### src/rtl/mac_seq_ctrl.sv
// Host-side sequencer for a non-pipelined int8/fp16 MAC: configures the datapath,
// streams operand pairs through it, drains, reads the result and hands it back.
module mac_seq_ctrl #(
  parameter int LEN_W        = 8,
  parameter int DRAIN_CYCLES = 1
) (
  input  logic             clk,
  input  logic             rst_n,
  input  logic             start,
  input  logic             job_mode,
  input  logic [LEN_W-1:0] job_len,
  output logic             busy,
  input  logic             op_valid,
  output logic             op_ready,
  input  logic [15:0]      op_a,
  input  logic [15:0]      op_b,
  output logic             mac_cfg,
  output logic             mac_mode,
  output logic             mac_enable,
  output logic             mac_valid,
  output logic             mac_read,
  output logic [15:0]      mac_a,
  output logic [15:0]      mac_b,
  input  logic [15:0]      mac_out,
  input  logic             mac_error,
  output logic [15:0]      result,
  output logic             result_err,
  output logic             result_valid,
  input  logic             result_ready
);

  typedef enum logic [2:0] {
    IDLE   = 3'd0,
    CFG    = 3'd1,
    STREAM = 3'd2,
    DRAIN  = 3'd3,
    READ   = 3'd4,
    DONE   = 3'd5
  } state_t;

  // With len>0 the first DRAIN cycle still carries the final beat, so DRAIN is one cycle longer.
  localparam logic [3:0] DRAIN_LAST_BEAT  = 4'(DRAIN_CYCLES);
  localparam logic [3:0] DRAIN_LAST_EMPTY = 4'(DRAIN_CYCLES - 1);

  state_t           state_reg;
  state_t           state_next;
  logic             mode_reg;
  logic [LEN_W-1:0] len_reg;
  logic [LEN_W-1:0] beat_cnt_reg;
  logic [3:0]       drain_cnt_reg;
  logic             valid_reg;
  logic [15:0]      a_reg;
  logic [15:0]      b_reg;
  logic [15:0]      result_reg;
  logic             err_reg;

  logic             start_accept;
  logic             beat_accept;
  logic             last_beat;
  logic             len_zero;
  logic             drain_done;

  assign len_zero     = (len_reg == '0);
  assign start_accept = (state_reg == IDLE) && start;
  assign beat_accept  = op_valid && op_ready;
  assign last_beat    = beat_accept && (beat_cnt_reg == (len_reg - LEN_W'(1)));
  assign drain_done   = (drain_cnt_reg == (len_zero ? DRAIN_LAST_EMPTY : DRAIN_LAST_BEAT));

  always_comb begin
    state_next = state_reg;
    unique case (state_reg)
      IDLE:    if (start) state_next = CFG;
      CFG:     state_next = len_zero ? DRAIN : STREAM;
      STREAM:  if (last_beat) state_next = DRAIN;
      DRAIN:   if (drain_done) state_next = READ;
      READ:    state_next = DONE;
      DONE:    if (result_ready) state_next = IDLE;
      default: state_next = IDLE;
    endcase
  end

  always_comb begin
    busy         = 1'b0;
    op_ready     = 1'b0;
    mac_cfg      = 1'b0;
    mac_enable   = 1'b0;
    mac_read     = 1'b0;
    result_valid = 1'b0;
    unique case (state_reg)
      IDLE: begin
      end
      CFG: begin
        busy    = 1'b1;
        mac_cfg = 1'b1;
      end
      STREAM: begin
        busy       = 1'b1;
        mac_enable = 1'b1;
        op_ready   = (beat_cnt_reg < len_reg);
      end
      DRAIN: begin
        busy       = 1'b1;
        mac_enable = 1'b1;
      end
      READ: begin
        busy       = 1'b1;
        mac_enable = 1'b1;
        mac_read   = 1'b1;
      end
      DONE: begin
        busy         = 1'b1;
        result_valid = 1'b1;
      end
      default: begin
      end
    endcase
  end

  always_ff @(posedge clk or negedge rst_n) begin
    if (!rst_n) begin
      state_reg     <= IDLE;
      mode_reg      <= 1'b0;
      len_reg       <= '0;
      beat_cnt_reg  <= '0;
      drain_cnt_reg <= '0;
      valid_reg     <= 1'b0;
      a_reg         <= '0;
      b_reg         <= '0;
      result_reg    <= '0;
      err_reg       <= 1'b0;
    end else begin
      state_reg <= state_next;

      if (start_accept) begin
        mode_reg     <= job_mode;
        len_reg      <= job_len;
        beat_cnt_reg <= '0;
      end else if (beat_accept) begin
        beat_cnt_reg <= beat_cnt_reg + LEN_W'(1);
      end

      // Operand registers hold their last value through valid gaps.
      valid_reg <= beat_accept;
      if (beat_accept) begin
        a_reg <= op_a;
        b_reg <= op_b;
      end

      if ((state_reg == DRAIN) && !drain_done) begin
        drain_cnt_reg <= drain_cnt_reg + 4'd1;
      end else begin
        drain_cnt_reg <= '0;
      end

      if (state_reg == READ) begin
        result_reg <= mac_out;
        err_reg    <= mac_error;
      end
    end
  end

  assign mac_mode   = mode_reg;
  assign mac_valid  = valid_reg;
  assign mac_a      = a_reg;
  assign mac_b      = b_reg;
  assign result     = result_reg;
  assign result_err = err_reg;

  cfg_valid_exclusive: assert property (@(posedge clk) disable iff (!rst_n)
    !(mac_cfg && mac_valid));
  read_qualified: assert property (@(posedge clk) disable iff (!rst_n)
    mac_read |-> (mac_enable && !mac_valid));

endmodule

### config.mk
export PLATFORM = sky130hd
export DESIGN_NAME = mac_seq_ctrl
export DESIGN_NICKNAME = d
export VERILOG_FILES = /design/src/rtl/mac_seq_ctrl.sv
export SDC_FILE = /design/constraint.sdc
export NUM_CORES = 1
export LEC_CHECK = 0
export ABC_AREA = 1
export CAP_MARGIN = 20
export CORE_MARGIN = 10
export CORE_UTILIZATION = 49
export CTS_BUF_LIST = sky130_fd_sc_hd__clkbuf_16
export CTS_CLUSTER_SIZE = 30
export DETAILED_ROUTE_END_ITERATION = 12
export PLACE_DENSITY = 0.95
export SYNTH_ARGS = -nofsm -noshare
export SYNTH_HDL_FRONTEND = slang
export SYNTH_SLANG_ARGS = --single-unit
### constraint.sdc
create_clock -name clk -period 5.1 [get_ports clk]
set_clock_uncertainty 0.05 [all_clocks]
set_input_delay 1.02 -clock clk [delete_from_list [all_inputs] [get_ports clk]]
set_output_delay 1.02 -clock clk [all_outputs]
set_load 0.01 [all_outputs]
-- After elaboration in Yosys (flattened, before gate mapping)
Index checks and enable logic that the tools add are counted.
- register bits: 74
- word-level logic and storage cells: 52
- $add $sub $neg: 3
- muxes and demuxes: 16
- reductions and logical operators: 11
- magnitude comparators: 1
- equal/unequal tests: 11
- operator list (operator ; number):
    3-bit one-hot mux with 6 select lines ; 1
    8-bit two-way mux ; 2
    3-bit two-way mux ; 4
    8-bit by 1-bit adder with 8-bit output, second input constant ; 1
    8-bit equality test ; 1
    8-bit zero test ; 1
    8-bit less-than comparator ; 1
    1-bit two-way mux ; 8
    2-bit inequality test, second input constant ; 4
    8-bit by 1-bit subtractor with 8-bit output, second input constant ; 1
    3-bit by 2-bit equality test with 1-bit output, second input constant ; 2
    3-bit equality test, second input constant ; 2
    5-bit OR reduction ; 1
    4-bit by 1-bit adder with 4-bit output, second input constant ; 1
    4-bit by 1-bit equality test with 1-bit output ; 1
    1-bit logical AND ; 4
    4-bit two-way mux ; 1
    4-bit AND reduction ; 1
    3-bit by 1-bit equality test with 1-bit output, second input constant ; 1
    3-bit zero test ; 1
    3-bit OR reduction ; 1
    2-bit nonzero test ; 1
    1-bit zero test ; 1

-- Logic depth before layout (Yosys ltp)
Gate-level depths: netlist of the first run.
- depth after elaboration: 6
- depth in mapped cells: 14

-- Worst setup path after synthesis of the first run
OpenSTA, ideal clock, no wires.
- path kind: reg-to-output
- start: register state_reg[1]
- end: output mac_enable
- slack: 2.766 ns
- arrival time: 1.264 ns
- stages on the path, launching flop included: 7
- path buffers: 1
- data required time: 4.030 ns
- cells stage by stage: dfrtp_1 > nor2_1 > inv_1 > nor2_2 > inv_1 > clkbuf_1 > nand3_1
- cells in the longest elaborated chain, start to end: 3
- ends and longest elaborated chain (element ; line ; text):
    start, declared ; 45 ; state_t state_reg;
    start signal, assigned ; 132 ; state_reg <= state_next;
    3-bit by 2-bit equality test with 1-bit output or 3-bit equality test (tied branches) ; 89 ; unique case (state_reg)
    3-bit OR reduction (no line) (*) ; -- ;
    1-bit two-way mux (*) ; 89 ;
    end, declared ; 19 ; output logic mac_enable,
Mark *: on every way between the ends. The rest lies on a longest branch, timed or not.

-- Final worst setup path of the first run
Ends and elaborated chain as after synthesis.

==> impl_results.md, run 1 <==
- Cell variety after synth: 27
- Die W: between 100 and 150 um
- Seq/Total Area, Yosys: 53.2%
- CORE AREA: 0.00683 mm^2
- WP data required: just over 4000 ps
- Diode count: 0
- Number of synthesized flops with an enable pin: 0
- Drt drc: 0
- Setup TNS: 0 ps
- Worst-Margin Slew: 929 ps
- Synth top area share: 53.2%
- Share of layout cells above drive strength 1: 5.15%
- I/O pin total: 120
- R2r setup slk: 2460 ps
- Flop pwr share: 32.9%
- Num rows: 30
- CP Max Fanout: 20
- Max IR drop VDD: around 330 uV
- Routed length per placed instance: 14.7 um
- Logic gate share of total power: 44.9%
- Vias in the first global route: 3,382
- Post-route ant nets: 0
- Number of iterations in the first detailed-routing pass: 4
- Cts bufs inserted: 9
- Cell-internal power: roughly 1.9 mW
- Overall Global Routing Usage: between 10% and 20%
- Final Cell Area: roughly 0.005 mm^2
- Slew Viols, Final: 0
- Mux contribution to synthesized area: 0%
- Largest net degree at the start of global routing: 75
- Largest area contributor in the synthesized netlist: dfrtp_1
- Top FF cell, synth: dfrtp_1
- CTS tree: yes
- FF-to-FF End: beat_cnt_reg[5]
- Slew HR: 38.1%
- Fin crit share: 67.8%
- PortBufs: 119
- Syn Area/Cell: 7.96 um^2
- Final setup vio count: 0
- Skew-Pair Late Insertion Delay: ~320 ps
- H-Tree Level Count: 3
- Die area: 0.0109 mm^2
- Final Hold Viols: 0
- Post-CTS Setup Bufs: 0
- Die height: 104 um
- Simple-gate area share of the yosys netlist: 31.7%
- Ys Warns: 0
- Async set-reset flop share out of synthesis: 100%
- Mapped Area: around 0.0035 mm^2
- CP Capture Type: output port
- RSZ-0062 raised after global routing: false
- Max-cap violations: 0
- Synth Area in Compound Gates: 4.24%
- Routed Wire Length: 9690 um
- Largest family of logic cells by synthesized area: simple AND/OR/NAND/NOR gates
- Antenna violations before repair: 0
- Starting Density: 50.9%
- Min Tclk post-route: 3460 ps
- Status: complete, no violations
- Worst setup path category: flip-flop to output port
- Switching pwr: 1.12 mW
- Hold path cells: 2
- Final #Nets: 632
- XOR/XNOR Fraction of Synth Area: 1.65%
- Hold Startpoint: mac_a[15]
- R2R cell count: 12
- Yosys reg bits: 74
- Pwr per Cell Area: ~600 mW/mm^2
- Net Sw Frac: 36.9%
- # clock sinks: 74
- WHS Endpoint: mac_a[15]
- Largest cells by area after synthesis: dfrtp_1, nand2_1, ha_1
- Cts repair resizes: 0
- Maximum clock rate: slightly below 300 MHz
- P_leak: 2.52 nW
- CTS Hold Bufs: 0
- Worst Hold Class: flip-flop to flip-flop
- Total Power: 3.03 mW
- DP HPWL: 7240 um
- GP Congestion: 0.887
- CTS clock-pin slew for the worst setup and hold paths: 60 ps
- Drt first-iter violations: 139
- Layout overhead on the synthesized area: 45.5%
- Synthesized net count: 511
- Reg2Reg Launch Point: len_reg[3]
- Placed Area: 0.00474 mm^2
- Via count: 3,213
- Crit path DAT: around 2400 ps
- Most frequent cell after synthesis: nand2_1
- CP Launch Type: flip-flop
- CTS root buf: clkbuf_16
- Max Root-Sink Buffers: 2
- First-pass GRT wire length: approximately 16,000 um
- Clock power share: 22.2%
- Cell count after synthesis: ~440
- Vias per inst: roughly 4.9
- Most frequent cells after synthesis: nand2_1, dfrtp_1, nor2_1
- Global route total overflow: 0
- Post-synthesis adder-cell area fraction: 3.96%
[placed cells by master, fill, tap and decap left out, types with 3 or more instances in the layout]
cell type / n
nor3_1: 4
nor2_2: 3
nand2_1: 210
clkbuf_16: 9
buf_4: 3
dfrtp_1: 74
inv_1: 31
xor2_1: 3
nand3_1: 20
clkinv_2: 3
o21ai_0: 16
nor2_1: 32
ha_1: 11
clkdlybuf4s50_1: 118
a21oi_1: 5
[logic make-up (layout without fill, tap and decap cells)]
logic type      after synthesis  after routing
simple gates                276            276
flops                        74             74
buf+inv                      44            170
compound gates               27             27
fa+ha+maj                    11             11
xor+xnor                      5              5
[through the flow]
step,hold WS [ps],util [%],setup WS [ps],instances
final,420,74.1,1640,659
after global routing,442,74.1,1440,659
after CTS,422,74.1,1620,659
after detailed placement,407,69.4,2000,643
after global placement,403,69.4,2100,643
after floorplan,419,-,2770,437
[layout make-up]
class | count | area, um^2
Sequential cell | 74 | 1850
Fill cell | 548 | 1770
Multi-Input combinational cell | 319 | 1440
Timing Repair Buffer | 121 | 1200
Clock buffer | 9 | 225
Inverter | 33 | 124
Tap cell | 96 | 120
Clock inverter | 7 | 92.6
[worst max-delay path, stage by stage (launching register included)]
cell and delay, ps:
dfrtp_1 440, nor2_1 220, inv_1 90, nor2_2 90
buf_4 230, inv_1 290, nand3_1 150, clkdlybuf4s50_1 550
[how the worst max path moves through the flow]
stage | from | end | slack (ps) | cells after the start
finish | state_reg[1] | mac_enable | 1640 | 7
global route | state_reg[1] | mac_enable | 1440 | 7
CTS | state_reg[1] | mac_enable | 1620 | 7
detailed placement | state_reg[1] | mac_enable | 2000 | 7
global placement | state_reg[1] | mac_enable | 2100 | 7
floorplan | state_reg[1] | mac_enable | 2770 | 6
[per-layer routing]
layer  global-route usage [%]  wire length [um]
met1                     19.2              3790
met2                     32.9              5020
met3                     6.32               749
met4                     5.77               124
met5                        0                 0
[power groups by stage]
stage | sequential (mW) | clock (mW) | combinational [mW]
6_report | 0.994 | 0.672 | 1.36
4_1_cts | 0.994 | 0.680 | 1.38
3_3_place_gp | 0.985 | 0 | 1.32
5_1_grt | 1.03 | 0.709 | 1.53
3_5_place_dp | 0.997 | 0 | 1.37
2_1_floorplan | 1.07 | 0 | 0.618
Note: power is estimated with default switching activity, not from simulation.
==> inputs of run 2 (changes only) <==
--- a/config.mk
+++ b/config.mk
@@ -8,11 +8,11 @@
 export ABC_AREA = 1
 export CAP_MARGIN = 20
 export CORE_MARGIN = 10
-export CORE_UTILIZATION = 49
+export CORE_UTILIZATION = 45
 export CTS_BUF_LIST = sky130_fd_sc_hd__clkbuf_16
 export CTS_CLUSTER_SIZE = 30
 export DETAILED_ROUTE_END_ITERATION = 12
-export PLACE_DENSITY = 0.95
+export PLACE_DENSITY = 0.89
 export SYNTH_ARGS = -nofsm -noshare
 export SYNTH_HDL_FRONTEND = slang
 export SYNTH_SLANG_ARGS = --single-unit
==> constraint.sdc (replaced) <==
create_clock -name clk -period 3.4 [get_ports clk]
set_clock_uncertainty 0.05 [all_clocks]
set_input_delay 0.68 -clock clk [delete_from_list [all_inputs] [get_ports clk]]
set_output_delay 0.68 -clock clk [all_outputs]
set_load 0.01 [all_outputs]
==> impl_results.md, run 2 (same netlist as run 1, synthesis figures left out) <==
- GP Congestion: 0.900 (+1.5%)
- Skew-Pair Late Insertion Delay: 320 ps (about the same)
- # clock sinks: 74 (unchanged)
- Routed length per placed instance: 14.8 um (+0.57%)
- Max incr delay on CP: 550 ps (about the same)
- Logic gate share of total power: 44.7% (-0.2 points)
- CTS tree: yes
- CTS Hold Bufs: 0 (unchanged)
- Final Hold Viols: 0 (unchanged)
- Layout overhead on the synthesized area: 46.1%
- Worst path buffer plus inverter count: 4 (unchanged)
- DP HPWL: 7290 um (+0.65%)
- CP most frequent cell: inv_1
- Post-CTS Setup Bufs: 0 (unchanged)
- Reg2Reg Launch Point: len_reg[3]
- Post-route ant nets: 0 (unchanged)
- Min Tclk post-route: 3100 ps
- Cts bufs inserted: 9 (unchanged)
- Drt drc: 0 (unchanged)
- Flop pwr share: 32.8% (about the same)
- Clock power share: 22.5% (+0.3 points)
- Vias per inst: 4.90 (+0.49%)
- Hold Startpoint: mac_b[10]
- R2r setup slk: 1010 ps (-1450 ps)
- CTS root buf: clkbuf_16
- Die height: 108 um (+3.5%)
- Slew HR: 37.2% (-0.85 points)
- Max IR drop VDD: 494 uV (+50%)
- Worst-Margin Slew: 941 ps (+12.8 ps)
- Net Sw Frac: 37.2% (+0.25 points)
- Number of iterations in the first detailed-routing pass: 4 (unchanged)
- RSZ-0062 raised after global routing: false
- Routed Wire Length: 9850 um (+1.6%)
- PortBufs: 119 (unchanged)
- Crit path DAT: 2370 ps (-20 ps)
- Vias in the first global route: 3,251 (-3.9%)
- CP Launch Type: flip-flop
- Max-cap violations: 0 (unchanged)
- Slowest stage cell on the critical path: clkdlybuf4s50_1
- First-pass GRT wire length: 15,900 um (-3.3%)
- Commonest non-fill, non-tap cell in the layout: nand2_1
- Final setup vio count: 0 (unchanged)
- Status: complete, no violations
- Die area: 0.0116 mm^2 (+7.2%)
- Via count: 3,263 (+1.6%)
- Most frequent cells in the layout: nand2_1, clkdlybuf4s50_1, dfrtp_1
- Antenna violations before repair: 0 (unchanged)
- Ordered list of cells on the worst path: nor2_1 -> inv_1 -> nor2_2 -> buf_4 -> inv_1 -> nand3_1 -> clkdlybuf4s50_1
- WP data required: 2670 ps (-1360 ps)
- Hold slack final: 419 ps (-0.805 ps)
- Maximum clock rate: 322 MHz
- Global route total overflow: 0 (unchanged)
- Die W: 108 um (+3.5%)
- Cts repair resizes: 0 (unchanged)
- H-Tree Level Count: 3 (unchanged)
- Drt first-iter violations: 142 (+2.2%)
- CP Capture Type: output port
- Pwr per Cell Area: 899 mW/mm^2 (+50%)
- Hold path cells: 2 (unchanged)
- Final #Nets: 633 (+0.16%)
- Num rows: 32 (+6.7%)
- Overall Global Routing Usage: 16.9% (-1.3 points)
- Fin crit share: 91.2%
- Total Power: 4.57 mW (+51%)
- Worst Hold Class: flip-flop to flip-flop
- Largest delay share family, worst path: buffers and inverters
- Slew Viols, Final: 0 (unchanged)
- Max Root-Sink Buffers: 2 (unchanged)
- Diode count: 0 (unchanged)
- CTS clock-pin slew for the worst setup and hold paths: 60 ps (about the same)
- P_leak: 2.53 nW (+0.16%)
- Share of layout cells above drive strength 1: 5.14% (-0.0091 points)
- Setup TNS: 0 ps (unchanged)
- WHS Endpoint: mac_b[10]
- FF-to-FF End: beat_cnt_reg[4]
- I/O pin total: 120 (unchanged)
- Worst setup path category: flip-flop to output port
- Switching pwr: 1.70 mW (+52%)
- CORE AREA: 0.00761 mm^2 (+11%)
- R2R cell count: 10 (-2)
- CP Max Fanout: 20 (unchanged)
- Cell-internal power: 2.87 mW (+50%)
- Largest net degree at the start of global routing: 75 (unchanged)
- Starting Density: 45.7% (-5.2 points)
run 2: cell count changes in the layout (fill, tap and decap cells not counted), sizes merged:
cell | before | now
buf | 3 | 4
inv | 34 | 35
clkinv | 4 | 3
run 2: how the worst max path moves through the flow:
stage,start,end,cells past startpoint,slack [ps]
2_1_floorplan,state_reg[1],mac_enable,6,1410
4_1_cts,state_reg[1],mac_enable,7,290
3_5_place_dp,state_reg[1],mac_enable,7,640
3_3_place_gp,state_reg[1],mac_enable,7,750
6_report,state_reg[1],mac_enable,7,300
5_1_grt,state_reg[1],mac_enable,7,160
run 2: worst register-to-register path, delay by kind of cell, from the launching register on:
kind | cells | cell delay (ps)
buffers and inverters | 2 | 500
flip-flops | 1 | 390
AO/OA/AOI/OAI | 2 | 490
adder cells (fa/ha/maj) | 1 | 310
AND/OR/NAND/NOR | 5 | 560
run 2: through the flow:
| stage | std cells | area, um^2 | util [%] | worst slack (ps) |
|---|---|---|---|---|
| after floorplan | 437 | 3480 | - | 1410 |
| after global placement | 650 | 4760 | 62.5 | 745 |
| after detailed placement | 650 | 4760 | 62.5 | 636 |
| after CTS | 666 | 5080 | 66.8 | 288 |
| after global routing | 666 | 5080 | 66.8 | 161 |
| final | 666 | 5080 | 66.8 | 298 |
run 2: power groups by stage:
stage          logic, mW  clock network [mW]  registers (mW)
2_1_floorplan      0.927                   0            1.61
3_3_place_gp        1.99                   0            1.48
3_5_place_dp        2.06                   0            1.50
4_1_cts             2.07                1.05            1.50
5_1_grt             2.27                1.09            1.54
6_report            2.04                1.03            1.50
run 2: layout make-up:
cell class / count / area [um^2]
fillers: 640 / 2520
flip-flops and latches: 74 / 1850
multi-input cells: 319 / 1440
repair buffers: 122 / 1210
clock buffers: 9 / 225
well taps: 102 / 128
inverters: 33 / 124
clock inverters: 7 / 101
run 2: metal layers:
metal	part of all wire [%]	track usage, %
met4	1.1	4.87
met1	39	18.7
met2	52	29.2
met3	7.9	7.01
met5	0	0
==> inputs of run 3 (changes only) <==
--- a/config.mk
+++ b/config.mk
@@ -8,11 +8,11 @@
 export ABC_AREA = 1
 export CAP_MARGIN = 20
 export CORE_MARGIN = 10
-export CORE_UTILIZATION = 45
+export CORE_UTILIZATION = 41
 export CTS_BUF_LIST = sky130_fd_sc_hd__clkbuf_16
 export CTS_CLUSTER_SIZE = 30
 export DETAILED_ROUTE_END_ITERATION = 12
-export PLACE_DENSITY = 0.89
+export PLACE_DENSITY = 0.85
 export SYNTH_ARGS = -nofsm -noshare
 export SYNTH_HDL_FRONTEND = slang
 export SYNTH_SLANG_ARGS = --single-unit
==> constraint.sdc (replaced) <==
create_clock -name clk -period 2.6 [get_ports clk]
set_clock_uncertainty 0.05 [all_clocks]
set_input_delay 0.52 -clock clk [delete_from_list [all_inputs] [get_ports clk]]
set_output_delay 0.52 -clock clk [all_outputs]
set_load 0.01 [all_outputs]
==> impl_results.md, run 3 (same netlist as run 1, synthesis figures left out) <==
- Worst Hold Class: input port to asynchronous set/reset pin
- Overall Global Routing Usage: 15.9% (-1.0 points)
- Ordered list of cells on the worst path: nor2_2 -> inv_1 -> nor2_4 -> buf_4 -> clkdlybuf4s50_1
- Commonest non-fill, non-tap cell in the layout: nand2_1
- Worst setup path category: flip-flop to output port
- Max Root-Sink Buffers: 2 (unchanged)
- Final Hold Viols: 0 (unchanged)
- PortBufs: 119 (unchanged)
- CTS Hold Bufs: 0 (unchanged)
- Die area: 0.0126 mm^2 (+7.9%)
- DP HPWL: 7530 um (+3.3%)
- Final core occ: 62.7% (-4.1 points)
- Slew HR: 38.7% (+1.5 points)
- Routed Wire Length: 9900 um (+0.52%)
- Starting Density: 42.3% (-3.4 points)
- Via count: 3,228 (-1.1%)
- Drt first-iter violations: 170 (+20%)
- Vias per inst: 4.78 (-2.5%)
- Die height: 112 um (+3.9%)
- Max IR drop VDD: 587 uV (+19%)
- Max-cap violations: 0 (unchanged)
- Layout overhead on the synthesized area: 48.0%
- Status: complete, no violations
- Die W: 112 um (+3.9%)
- Most frequent cells in the layout: nand2_1, clkdlybuf4s50_1, dfrtp_1
- Worst-Margin Slew: 919 ps (-22.0 ps)
- Cts bufs inserted: 9 (unchanged)
- Vias in the first global route: 3,446 (+6.0%)
- CP Launch Type: flip-flop
- Min Tclk post-route: 2470 ps
- P_leak: 2.57 nW (+1.8%)
- Fillers: 688 (+7.5%)
- Skew-Pair Late Insertion Delay: 330 ps (about the same)
- Routed length per placed instance: 14.6 um (-0.97%)
- Drt drc: 0 (unchanged)
- CP Max Fanout: 6 (-70%)
- Share of layout cells above drive strength 1: 6.65% (+1.5 points)
- Max incr delay on CP: 550 ps (about the same)
- Largest net degree at the start of global routing: 75 (unchanged)
- CP Capture Type: output port
- Antenna violations before repair: 0 (unchanged)
- WP data required: 2030 ps (-640 ps)
- Final setup vio count: 0 (unchanged)
- CTS tree: yes
- Fin crit share: 95.0%
- CTS clock-pin slew for the worst setup and hold paths: 60 ps (about the same)
- Post-route ant nets: 0 (unchanged)
- Maximum clock rate: 405 MHz
- Num rows: 33 (+3.1%)
- CORE AREA: 0.00822 mm^2 (+8.0%)
- Crit path DAT: 1900 ps (-470 ps)
- Largest delay share family, worst path: buffers and inverters
- CTS root buf: clkbuf_16
- Number of iterations in the first detailed-routing pass: 4 (unchanged)
- Final #Nets: 640 (+1.1%)
- Slew Viols, Final: 0 (unchanged)
- First-pass GRT wire length: 16,800 um (+5.8%)
- # clock sinks: 74 (unchanged)
- H-Tree Level Count: 3 (unchanged)
- Diode count: 0 (unchanged)
- Pwr per Cell Area: 1160 mW/mm^2 (+29%)
- Worst path buffer plus inverter count: 3 (-1)
- GP Congestion: 0.888 (-1.3%)
- Slowest stage cell on the critical path: clkdlybuf4s50_1
- Global route total overflow: 0 (unchanged)
- RSZ-0062 raised after global routing: false
- Setup TNS: 0 ps (unchanged)
- I/O pin total: 120 (unchanged)
[run 3: cell count changes in the layout (fill, tap and decap cells not counted), sizes merged]
cell	change
buf	+7
clkdlybuf4s50	-1
dlygate4sd2	+1
[run 3: final timing paths]
path,depth (start not counted),end,slack [ps],from
worst max-delay path,5,mac_read,130,state_reg[1]
worst min-delay path,1,len_reg[6],290,rst_n
worst max register to register,12,beat_cnt_reg[3],410,len_reg[5]
worst min register to register,2,result[5],420,result[5]
max in group asynchronous,1,mac_b[0],1620,rst_n
min in group clk,2,result[5],420,result[5]
[run 3: worst reg2reg max path, cell delays in order (launching register included)]
cell,delay [ps]
dfrtp_1,350
inv_1,70
ha_1,330
a21oi_2,180
o21ai_2,80
nor2_2,90
nand2_2,80
nor2_4,320
buf_12,240
nand2_1,110
nand2_1,70
nand2_1,50
nor2_1,90
[run 3: cell type report]
type                    count  area (um^2)  area share (%)
well taps                 105          131            2.55
clock inverters             7         86.3            1.68
repair buffers            129         1270            24.8
inverters                  33          124            2.41
clock buffers               9          225            4.37
multi-input cells         319         1460            28.3
flip-flops and latches     74         1850            36.0
[run 3: per-layer routing]
layer,part of all wire (%),vias up,GRT usage (%)
li1,-,1609,-
met1,40,1511,17.6
met2,51,96,27.5
met3,7.8,12,6.18
met4,1.3,0,4.65
met5,0,-,0
[run 3: timing repair]
item	in CTS	in global routing
pin swaps	0	1
resized for setup	3	3
setup buffers	2	3
endpoints found under the setup margin	2	2
[run 3: per-stage QoR]
step	power (mW)	hold WS [ps]	std cells	cell area [um^2]	setup slack, ps
6_report	5.99	288	676	5150	129
3_3_place_gp	4.58	402	655	4790	275
3_5_place_dp	4.69	407	655	4790	191
2_1_floorplan	3.31	174	437	3480	766
4_1_cts	6.05	321	673	5120	56.8
5_1_grt	6.49	365	676	5150	28.8
[run 3: where the power goes]
part           switching [mW]  internal [mW]
combinational            1.44           1.32
clock                   0.462          0.831
sequential              0.300           1.64
total                    2.20           3.79
